**config.mk**
```make
export PLATFORM = sky130hd
export DESIGN_NAME = cvspangen_flat
export DESIGN_NICKNAME = d
export VERILOG_FILES = /design/src/rtl/cvspangen_if.sv /design/src/rtl/cvspangen.sv /design/src/flat_wrapper.sv
export SDC_FILE = /design/constraint.sdc
export NUM_CORES = 1
export LEC_CHECK = 0
export CAP_MARGIN = 25
export CORE_MARGIN = 2
export CORE_UTILIZATION = 50
export CTS_BUF_LIST = sky130_fd_sc_hd__clkbuf_16
export DETAILED_ROUTE_END_ITERATION = 8
export PLACE_DENSITY = 0.77
export SLEW_MARGIN = 30
export SYNTH_ARGS = -nofsm -noshare
export SYNTH_HDL_FRONTEND = slang
export SYNTH_SLANG_ARGS = --single-unit
```
**constraint.sdc**
```tcl
create_clock -name gclk -period 3.4 [get_ports gclk]
set_input_delay 0.51 -clock gclk [delete_from_list [all_inputs] [get_ports gclk]]
set_output_delay 0.51 -clock gclk [all_outputs]
set_load 0.005 [all_outputs]
```
**src/rtl/cvspangen_if.sv**
```systemverilog
// Span descriptor handshake plus the per-pixel output stream of the cv span walker.
// The master side issues descriptors and consumes pixels; the walker is the slave.
interface cvspangen_if #(
    parameter int XW = 12
);
    logic          span_req;
    logic          span_rdy;
    logic [XW-1:0] span_xs;
    logic [XW-1:0] span_xe;
    logic          span_lft;
    logic [XW-1:0] clip_xmin;
    logic [XW-1:0] clip_xmax;
    logic          stall;
    logic          new_span;
    logic          valid_pixel_m;
    logic [XW-1:0] pix_x;
    logic          span_done;

    modport slave (
        input  span_req, span_xs, span_xe, span_lft, clip_xmin, clip_xmax, stall,
        output span_rdy, new_span, valid_pixel_m, pix_x, span_done
    );

    modport master (
        output span_req, span_xs, span_xe, span_lft, clip_xmin, clip_xmax, stall,
        input  span_rdy, new_span, valid_pixel_m, pix_x, span_done
    );
endinterface

```
**src/rtl/cvspangen.sv**
```systemverilog
// Span walker: latches one span descriptor, emits a new_span marker, then one
// pixel per unstalled clock flagged valid when x lies inside the clip window.
module cvspangen #(
    parameter int XW = 12
) (
    input  logic        gclk,
    input  logic        reset,
    cvspangen_if.slave  bus
);
    typedef enum logic [1:0] {ST_IDLE, ST_START, ST_WALK} state_t;

    state_t        state_q, state_d;
    logic [XW-1:0] xe_q, xe_d;
    logic          lft_q, lft_d;
    logic [XW-1:0] cmin_q, cmin_d;
    logic [XW-1:0] cmax_q, cmax_d;
    logic          new_span_q, new_span_d;
    logic          valid_q, valid_d;
    logic [XW-1:0] pix_x_q, pix_x_d;
    logic          done_q, done_d;
    logic          rdy;
    logic          take;
    logic          at_last;
    logic [XW-1:0] x_next;

    function automatic logic in_clip(input logic [XW-1:0] x,
                                     input logic [XW-1:0] lo,
                                     input logic [XW-1:0] hi);
        return (lo <= x) && (x <= hi);
    endfunction

    always_ff @(posedge gclk or negedge reset) begin
        if (!reset) begin
            state_q    <= ST_IDLE;
            xe_q       <= '0;
            lft_q      <= 1'b0;
            cmin_q     <= '0;
            cmax_q     <= '0;
            new_span_q <= 1'b0;
            valid_q    <= 1'b0;
            pix_x_q    <= '0;
            done_q     <= 1'b0;
        end else begin
            state_q    <= state_d;
            xe_q       <= xe_d;
            lft_q      <= lft_d;
            cmin_q     <= cmin_d;
            cmax_q     <= cmax_d;
            new_span_q <= new_span_d;
            valid_q    <= valid_d;
            pix_x_q    <= pix_x_d;
            done_q     <= done_d;
        end
    end

    always_comb begin
        state_d    = state_q;
        xe_d       = xe_q;
        lft_d      = lft_q;
        cmin_d     = cmin_q;
        cmax_d     = cmax_q;
        new_span_d = new_span_q;
        valid_d    = valid_q;
        pix_x_d    = pix_x_q;
        done_d     = done_q;
        rdy        = 1'b0;
        take       = 1'b0;
        at_last    = (pix_x_q == xe_q);
        x_next     = lft_q ? (pix_x_q + 1'b1) : (pix_x_q - 1'b1);

        unique case (state_q)
            ST_IDLE: begin
                rdy        = 1'b1;
                take       = bus.span_req;
                new_span_d = 1'b0;
                valid_d    = 1'b0;
                done_d     = 1'b0;
            end
            ST_START: begin
                // done_q is only set in START for an inconsistent span
                new_span_d = 1'b0;
                if (done_q) begin
                    state_d = ST_IDLE;
                    valid_d = 1'b0;
                    done_d  = 1'b0;
                end else begin
                    state_d = ST_WALK;
                    valid_d = in_clip(pix_x_q, cmin_q, cmax_q);
                    done_d  = at_last;
                end
            end
            ST_WALK: begin
                if (!bus.stall) begin
                    if (!at_last) begin
                        pix_x_d = x_next;
                        valid_d = in_clip(x_next, cmin_q, cmax_q);
                        done_d  = (x_next == xe_q);
                    end else begin
                        rdy     = 1'b1;
                        take    = bus.span_req;
                        state_d = ST_IDLE;
                        valid_d = 1'b0;
                        done_d  = 1'b0;
                    end
                end
            end
            default: state_d = ST_IDLE;
        endcase

        if (take) begin
            state_d    = ST_START;
            xe_d       = bus.span_xe;
            lft_d      = bus.span_lft;
            cmin_d     = bus.clip_xmin;
            cmax_d     = bus.clip_xmax;
            pix_x_d    = bus.span_xs;
            new_span_d = 1'b1;
            valid_d    = 1'b0;
            done_d     = bus.span_lft ? (bus.span_xe < bus.span_xs)
                                      : (bus.span_xe > bus.span_xs);
        end
    end

    assign bus.span_rdy      = rdy;
    assign bus.new_span      = new_span_q;
    assign bus.valid_pixel_m = valid_q;
    assign bus.pix_x         = pix_x_q;
    assign bus.span_done     = done_q;
endmodule

```
**src/flat_wrapper.sv**
```systemverilog
// flat-port wrapper written by rule: the top's interface ports become plain ports
module cvspangen_flat 
#(
    parameter int XW = 12
)
  (gclk, reset, bus_span_req, bus_span_xs, bus_span_xe, bus_span_lft, bus_clip_xmin, bus_clip_xmax, bus_stall, bus_span_rdy, bus_new_span, bus_valid_pixel_m, bus_pix_x, bus_span_done);
  cvspangen_if #(.XW(XW)) bus_i ();
  input  logic gclk;
  input  logic reset;
  input wire logic [$bits(bus_i.span_req)-1:0] bus_span_req;
  input wire logic [$bits(bus_i.span_xs)-1:0] bus_span_xs;
  input wire logic [$bits(bus_i.span_xe)-1:0] bus_span_xe;
  input wire logic [$bits(bus_i.span_lft)-1:0] bus_span_lft;
  input wire logic [$bits(bus_i.clip_xmin)-1:0] bus_clip_xmin;
  input wire logic [$bits(bus_i.clip_xmax)-1:0] bus_clip_xmax;
  input wire logic [$bits(bus_i.stall)-1:0] bus_stall;
  output wire logic [$bits(bus_i.span_rdy)-1:0] bus_span_rdy;
  output wire logic [$bits(bus_i.new_span)-1:0] bus_new_span;
  output wire logic [$bits(bus_i.valid_pixel_m)-1:0] bus_valid_pixel_m;
  output wire logic [$bits(bus_i.pix_x)-1:0] bus_pix_x;
  output wire logic [$bits(bus_i.span_done)-1:0] bus_span_done;
  assign bus_i.span_req = bus_span_req;
  assign bus_i.span_xs = bus_span_xs;
  assign bus_i.span_xe = bus_span_xe;
  assign bus_i.span_lft = bus_span_lft;
  assign bus_i.clip_xmin = bus_clip_xmin;
  assign bus_i.clip_xmax = bus_clip_xmax;
  assign bus_i.stall = bus_stall;
  assign bus_span_rdy = bus_i.span_rdy;
  assign bus_new_span = bus_i.new_span;
  assign bus_valid_pixel_m = bus_i.valid_pixel_m;
  assign bus_pix_x = bus_i.pix_x;
  assign bus_span_done = bus_i.span_done;
  cvspangen #(.XW(XW)) u_core (.gclk(gclk), .reset(reset), .bus(bus_i));
endmodule
```
Yosys cells after proc, flatten, opt, wreduce, memory -nomap -nowiden
Cells that the tools add are included.
Widths: inputs -> output; s select.

word-level totals
  RAM bits = 0
  memories = 0
  bits in latches = 0
  memory bits (read-only) = 0
  register bits after elaboration = 54

cells by class
  shift operators = 0
  magnitude comparators = 6
  equal/unequal tests = 9
  bitwise logic cells = 0
  $add $sub $neg = 2
  $mul = 0
  reduce and logical (&&, ||, !) cells = 10
  multiplexer cells = 29
  divide/modulo/power cells = 0

operator list
  cell                   count
  $mux 12                5
  $le 12x12->1           4
  $eq 12x12->1           2
  $mux 1                 15
  $add 12x1->12 const B  1
  $gt 12x12->1           1
  $lt 12x12->1           1
  $sub 12x1->12 const B  1
  $mux 2                 4
  $ne 2x1->1 const B     3
  $pmux 1 s3             2
  $pmux 2 s3             1
  $reduce_and 3->1       2
  $pmux 1 s2             2
  $reduce_bool 2->1      2
  $reduce_bool 4->1      1
  $ne 3x1->1 const B     1
  $ne 3x2->1 const B     1
  $eq 2x1->1 const B     1
  $eq 2x2->1 const B     1
  $logic_and 1x1->1      2
  $logic_not 2->1        1
  $reduce_and 2->1       1
  $reduce_or 2->1        1

Longest topological paths before layout
  word-level depth = 8
  depth in mapped cells = 16
  gate-level depth less buffers = 16

Worst setup path before layout
Ideal clock, no wire load.

  path kind = reg-to-reg
  from = register u_core.lft_q
  to = register u_core.valid_q (netlist: u_core.bus.valid_pixel_m)
  cell stages (with the launch flop) = 16
  required time = 3313 ps
  path slack = 35 ps
  clock period less this slack = 3365 ps
  library setup time = 87 ps
  data arrival time = 3279 ps
  cells stage by stage = dfrtp_1 inv_1 ha_1 nor2b_1 o31a_1 o31a_4 o311a_4 nor3_4 ha_1 and3_1 o21ai_0 a21oi_1 and2_1 mux2i_1 a22oi_1 o211ai_1

between the ends
  word-level cells in the longest chain between the ends = 7
  elaborated cells between the ends (all ways) = 8
  those cells by class = 2 x order compare; 5 x mux; 1 x reduce/logical

ends and longest elaborated chain
  element                 RTL line          text
  from (decl)             cvspangen.sv:14   logic lft_q, lft_d;
  from (signal assigned)  cvspangen.sv:46   lft_q <= lft_d;
  $mux 12 *               cvspangen.sv:69   x_next = lft_q ? (pix_x_q + 1'b1) : (pix_x_q - 1'b1);
  $le 12x12->1            cvspangen.sv:29   return (lo <= x) && (x <= hi);
  $logic_and 1x1->1 *     cvspangen.sv:29
  $mux 1 *                cvspangen.sv:94   if (!at_last) begin
  $mux 1 *                cvspangen.sv:93   if (!bus.stall) begin
  $pmux 1 s3 *            cvspangen.sv:71   unique case (state_q)
  $mux 1 *                cvspangen.sv:110  if (take) begin
  to (signal assigned)    cvspangen.sv:50   valid_q <= valid_d;
  to (decl)               cvspangen.sv:18   logic valid_q, valid_d;

Mark *: on every way between the ends. The rest lies on a longest branch, timed or not. The select of a mux whose other input is x is not followed.
A chain may end at the register's enable or synchronous reset.

Worst setup path in the final report
Same ends and word-level chain as after synthesis.

==> summary.md <==
| Metric | Value |
|---|---|
| Status | `finished, final reports clean` |
| Top FF cell, synth | `dfrtp_1` |
| XOR/XNOR Fraction of Synth Area | `0.0652` |
| Commonest non-fill, non-tap cell in the layout | `nand2_1` |
| Clock Pin Slew Worst Setup and Hold Paths | `0.08 ns` |
| Full die area | `10300 um^2` |
| Clk root buf | `clkbuf_16` |
| CP Data Required Time | `3.57 ns` |
| Number of synthesized flops with an enable pin | `0` |
| I/O pins | `69` |
| Initial antenna violation count | `0` |
| Clock Latency Late Sink | `0.30 ns` |
| Post-Layout Cell Count | `775` |
| Nets | `771` |
| FP Rows | `35` |
| Die X | `101 um` |
| Sequential share of the synthesized area | `0.285` |
| Setup Viol. Count Final | `0` |
| Setup Skew | `0.00635 ns` |
| Number of I/O port buffers | `68` |
| Synth-to-Final Area Change | `26.9%` |
| Adder-cell share of the synthesized area | `0.194` |
| Final WL | `13800 um` |
| Vias in the first global route | `4464` |
| Fin crit period | `3.32 ns` |
| Met2 routed WL | `6390 um` |
| Clk sinks | `54` |
| CTS tree | `done` |
| Mapped Cells | `554` |
| Period utilization | `0.975` |
| Dpl hpwl | `10600 um` |
| GR Util All Layers | `0.275` |
| N_diodes | `0` |
| Simple-gate share of the synthesized area | `0.202` |
| Worst R2R Start | `u_core.lft_q$_DFFE_PN0P_` |
| Vias post-DR | `4407` |
| Synth warn | `0` |
| Post-route cell area | `6020 um^2` |
| Gr ovfl total | `0` |
| Uppermost routed layer | `met4` |
| Max Freq | `302 MHz` |
| Number of detailed-route iterations in the first pass | `5` |
| Final Max Tran Viols | `0` |
| Crit. End Element | `register` |
| Area after DPL | `5720 um^2` |
| Share of cells above drive strength 1 | `0.119` |
| WL met1 | `6170 um` |
| Core area | `9240 um^2` |
| Hold WC Path Type | `primary input to asynchronous set/reset pin` |
| H-tree levels | `2` |
| Metal3 WL | `793 um` |
| Gpl congestion | `0.967` |
| Drt initial violations | `306` |
| RSZ-0062 raised after global routing | `yes` |
| Crit Path Max Fanout | `6` |
| Routed Antenna Nets | `0` |
| Drt drc | `0` |
| Post-synthesis cell type count | `60` |
| Max-slew headroom | `0.590` |
| Max-Cap Viols | `0` |
| Asr flop ratio synth | `1.00` |
| WL/cell | `17.8 um` |
| Post-synthesis mux area share | `0.0319` |
| Post-synth top area cell | `dfrtp_1` |
| Slowest cell on crit path | `dfrtp_1` |
| Worst path cell trace | `inv_2 -> ha_4 -> nor2b_1 -> o31a_1 -> o31a_4 -> o311a_4 -> nor3_4 -> ha_1 -> and3_4 -> o21ai_1 -> a21oi_1 -> and2_1 -> mux2i_1 -> a22oi_1 -> o211ai_1` |
| First-pass GRT wire length | `22100 um` |
| Total negative slack | `0 ns` |
| Synth top area cells | `dfrtp_1, ha_1, nand2_1` |
| Largest net degree at the start of global routing | `39` |
| Initial Utilization | `0.513` |
| Largest family of logic cells by synthesized area | `simple AND/OR/NAND/NOR gates` |
| Syn_area_per_cell | `8.56 um^2` |
| Synth Register Bits | `54` |
| Netlist Area Pre-Place | `4740 um^2` |
| Via density | `5.69` |
| Placed Cells | `765` |
| Arrival time worst endpoint | `3.49 ns` |
| Die Ht | `101 um` |
| Mapped Nets | `680` |
| Commonest cells after routing, fill and taps aside | `nand2_1, ha_1, clkdlybuf4s50_1, dfrtp_1, inv_1` |
| Startpoint type of the worst setup path | `register` |
| Final Hold Fails | `0` |
| Top-area cell type share of the netlist area | `0.285` |
| Worst-Margin Slew | `0.610 ns` |
| Critical path class | `register to register` |
| CTS Buffer Depth | `2` |
| Highest cell delay on the worst timing path | `0.41 ns` |
| Post-synthesis compound-gate area fraction | `0.169` |
| CTS buffer count | `5` |
| Crit path from | `u_core.lft_q$_DFFE_PN0P_` |
==> layout make-up <==
class / count / area, um^2
clock inverters: 3 / 20.0
multi-input cells: 436 / 3260
well taps: 129 / 161
fillers: 807 / 3220
flip-flops and latches: 54 / 1350
inverters: 51 / 191
clock buffers: 5 / 125
repair buffers: 97 / 910
==> stage by stage <==
step	hold WS, ns	worst slack [ns]	util
6_report	0.0794	0.0839	0.651
3_5_place_dp	0.488	-0.0957	0.619
4_1_cts	0.357	0.0374	0.635
5_1_grt	0.0969	-0.112	0.651
3_3_place_gp	0.462	0.108	0.619
2_1_floorplan	0.214	0.0347	-
==> kinds of logic after synthesis <==
kind of cell               after synthesis
AOI/OAI and AO/OA                      120
adders and majority gates               73
and+or+nand+nor                        196
xor gates and xnor gates                32
DFF                                     54
muxes                                   15
buffers and inverters                   64
==> routing by layer <==
metal | global-route usage | vias to the layer above
met2 | 0.444 | 166
met1 | 0.380 | 2077
met4 | 0.109 | 0
met5 | 0 | -
met3 | 0.0290 | 31
li1 | - | 2133
==> worst max-delay path: cells and delay by family (launching register included) <==
kind,cells,cell delay [ns]
AND/OR/NAND/NOR,4,0.62
AO/OA/AOI/OAI,7,1.60
adder cells (fa/ha/maj),2,0.38
flip-flops,1,0.41
multiplexers,1,0.06
buffers and inverters,1,0.14
==> sequential cells by signal, summed over array words and instances (netlist names) <==
name                      cells
u_core.bus.pix_x             12
u_core.cmax_q                12
u_core.cmin_q                12
u_core.xe_q                  12
u_core.state_q                2
u_core.bus.new_span           1
u_core.bus.span_done          1
u_core.bus.valid_pixel_m      1
u_core.lft_q                  1
==> repair_timing <==
| item | 4_1_cts | 5_1_grt |
|---|---|---|
| gates resized for setup | 2 | 27 |
| endpoints found under the setup margin | 1 | 1 |
| endpoints found under the hold margin | 0 | 0 |
| setup buffers | 0 | 1 |
| pin swaps | 0 | 11 |
| hold buffers | 0 | 0 |
==> worst paths after layout <==
path / depth (start not counted) / slack (ns) / end
setup / recovery: 15 / 0.08 / u_core.bus.valid_pixel_m$_DFFE_PN0P_
hold / removal: 1 / 0.08 / u_core.cmax_q[1]$_DFFE_PN0P_
setup reg to reg: 15 / 0.08 / u_core.bus.valid_pixel_m$_DFFE_PN0P_
hold reg to reg: 2 / 0.50 / u_core.bus.new_span$_DFFE_PN0P_
max in group asynchronous: 2 / 2.78 / u_core.bus.pix_x[10]$_DFFE_PN0P_
min in group gclk: 2 / 0.50 / u_core.bus.new_span$_DFFE_PN0P_
==> synth_stat cells (2+ instances only) <==
master	number
ha_1	72
o21ai_0	16
nand4b_1	3
nor3_1	7
or3_1	3
a211oi_1	3
nor4_2	2
a21o_1	18
a31oi_1	6
o311ai_0	2
o21bai_1	2
nand2_1	112
and2_1	3
nand4_1	15
o21ai_1	24
inv_1	51
a21oi_1	21
xor2_2	2
buf_2	9
mux2i_1	14
nand2b_1	4
xnor2_1	27
nand3b_1	2
xor2_1	2
dfrtp_1	54
nor2b_1	9
o21a_1	7
nand3_1	4
nor2_1	13
o2111ai_1	4
clkbuf_1	4
a31o_2	2
nor4_1	3
and4b_1	2
or2_2	3
and3_1	3
o211ai_1	3
Power is left out: the tool's default activity adds up to more than one toggle a clock period on the data nets, which glitch-free logic cannot reach.
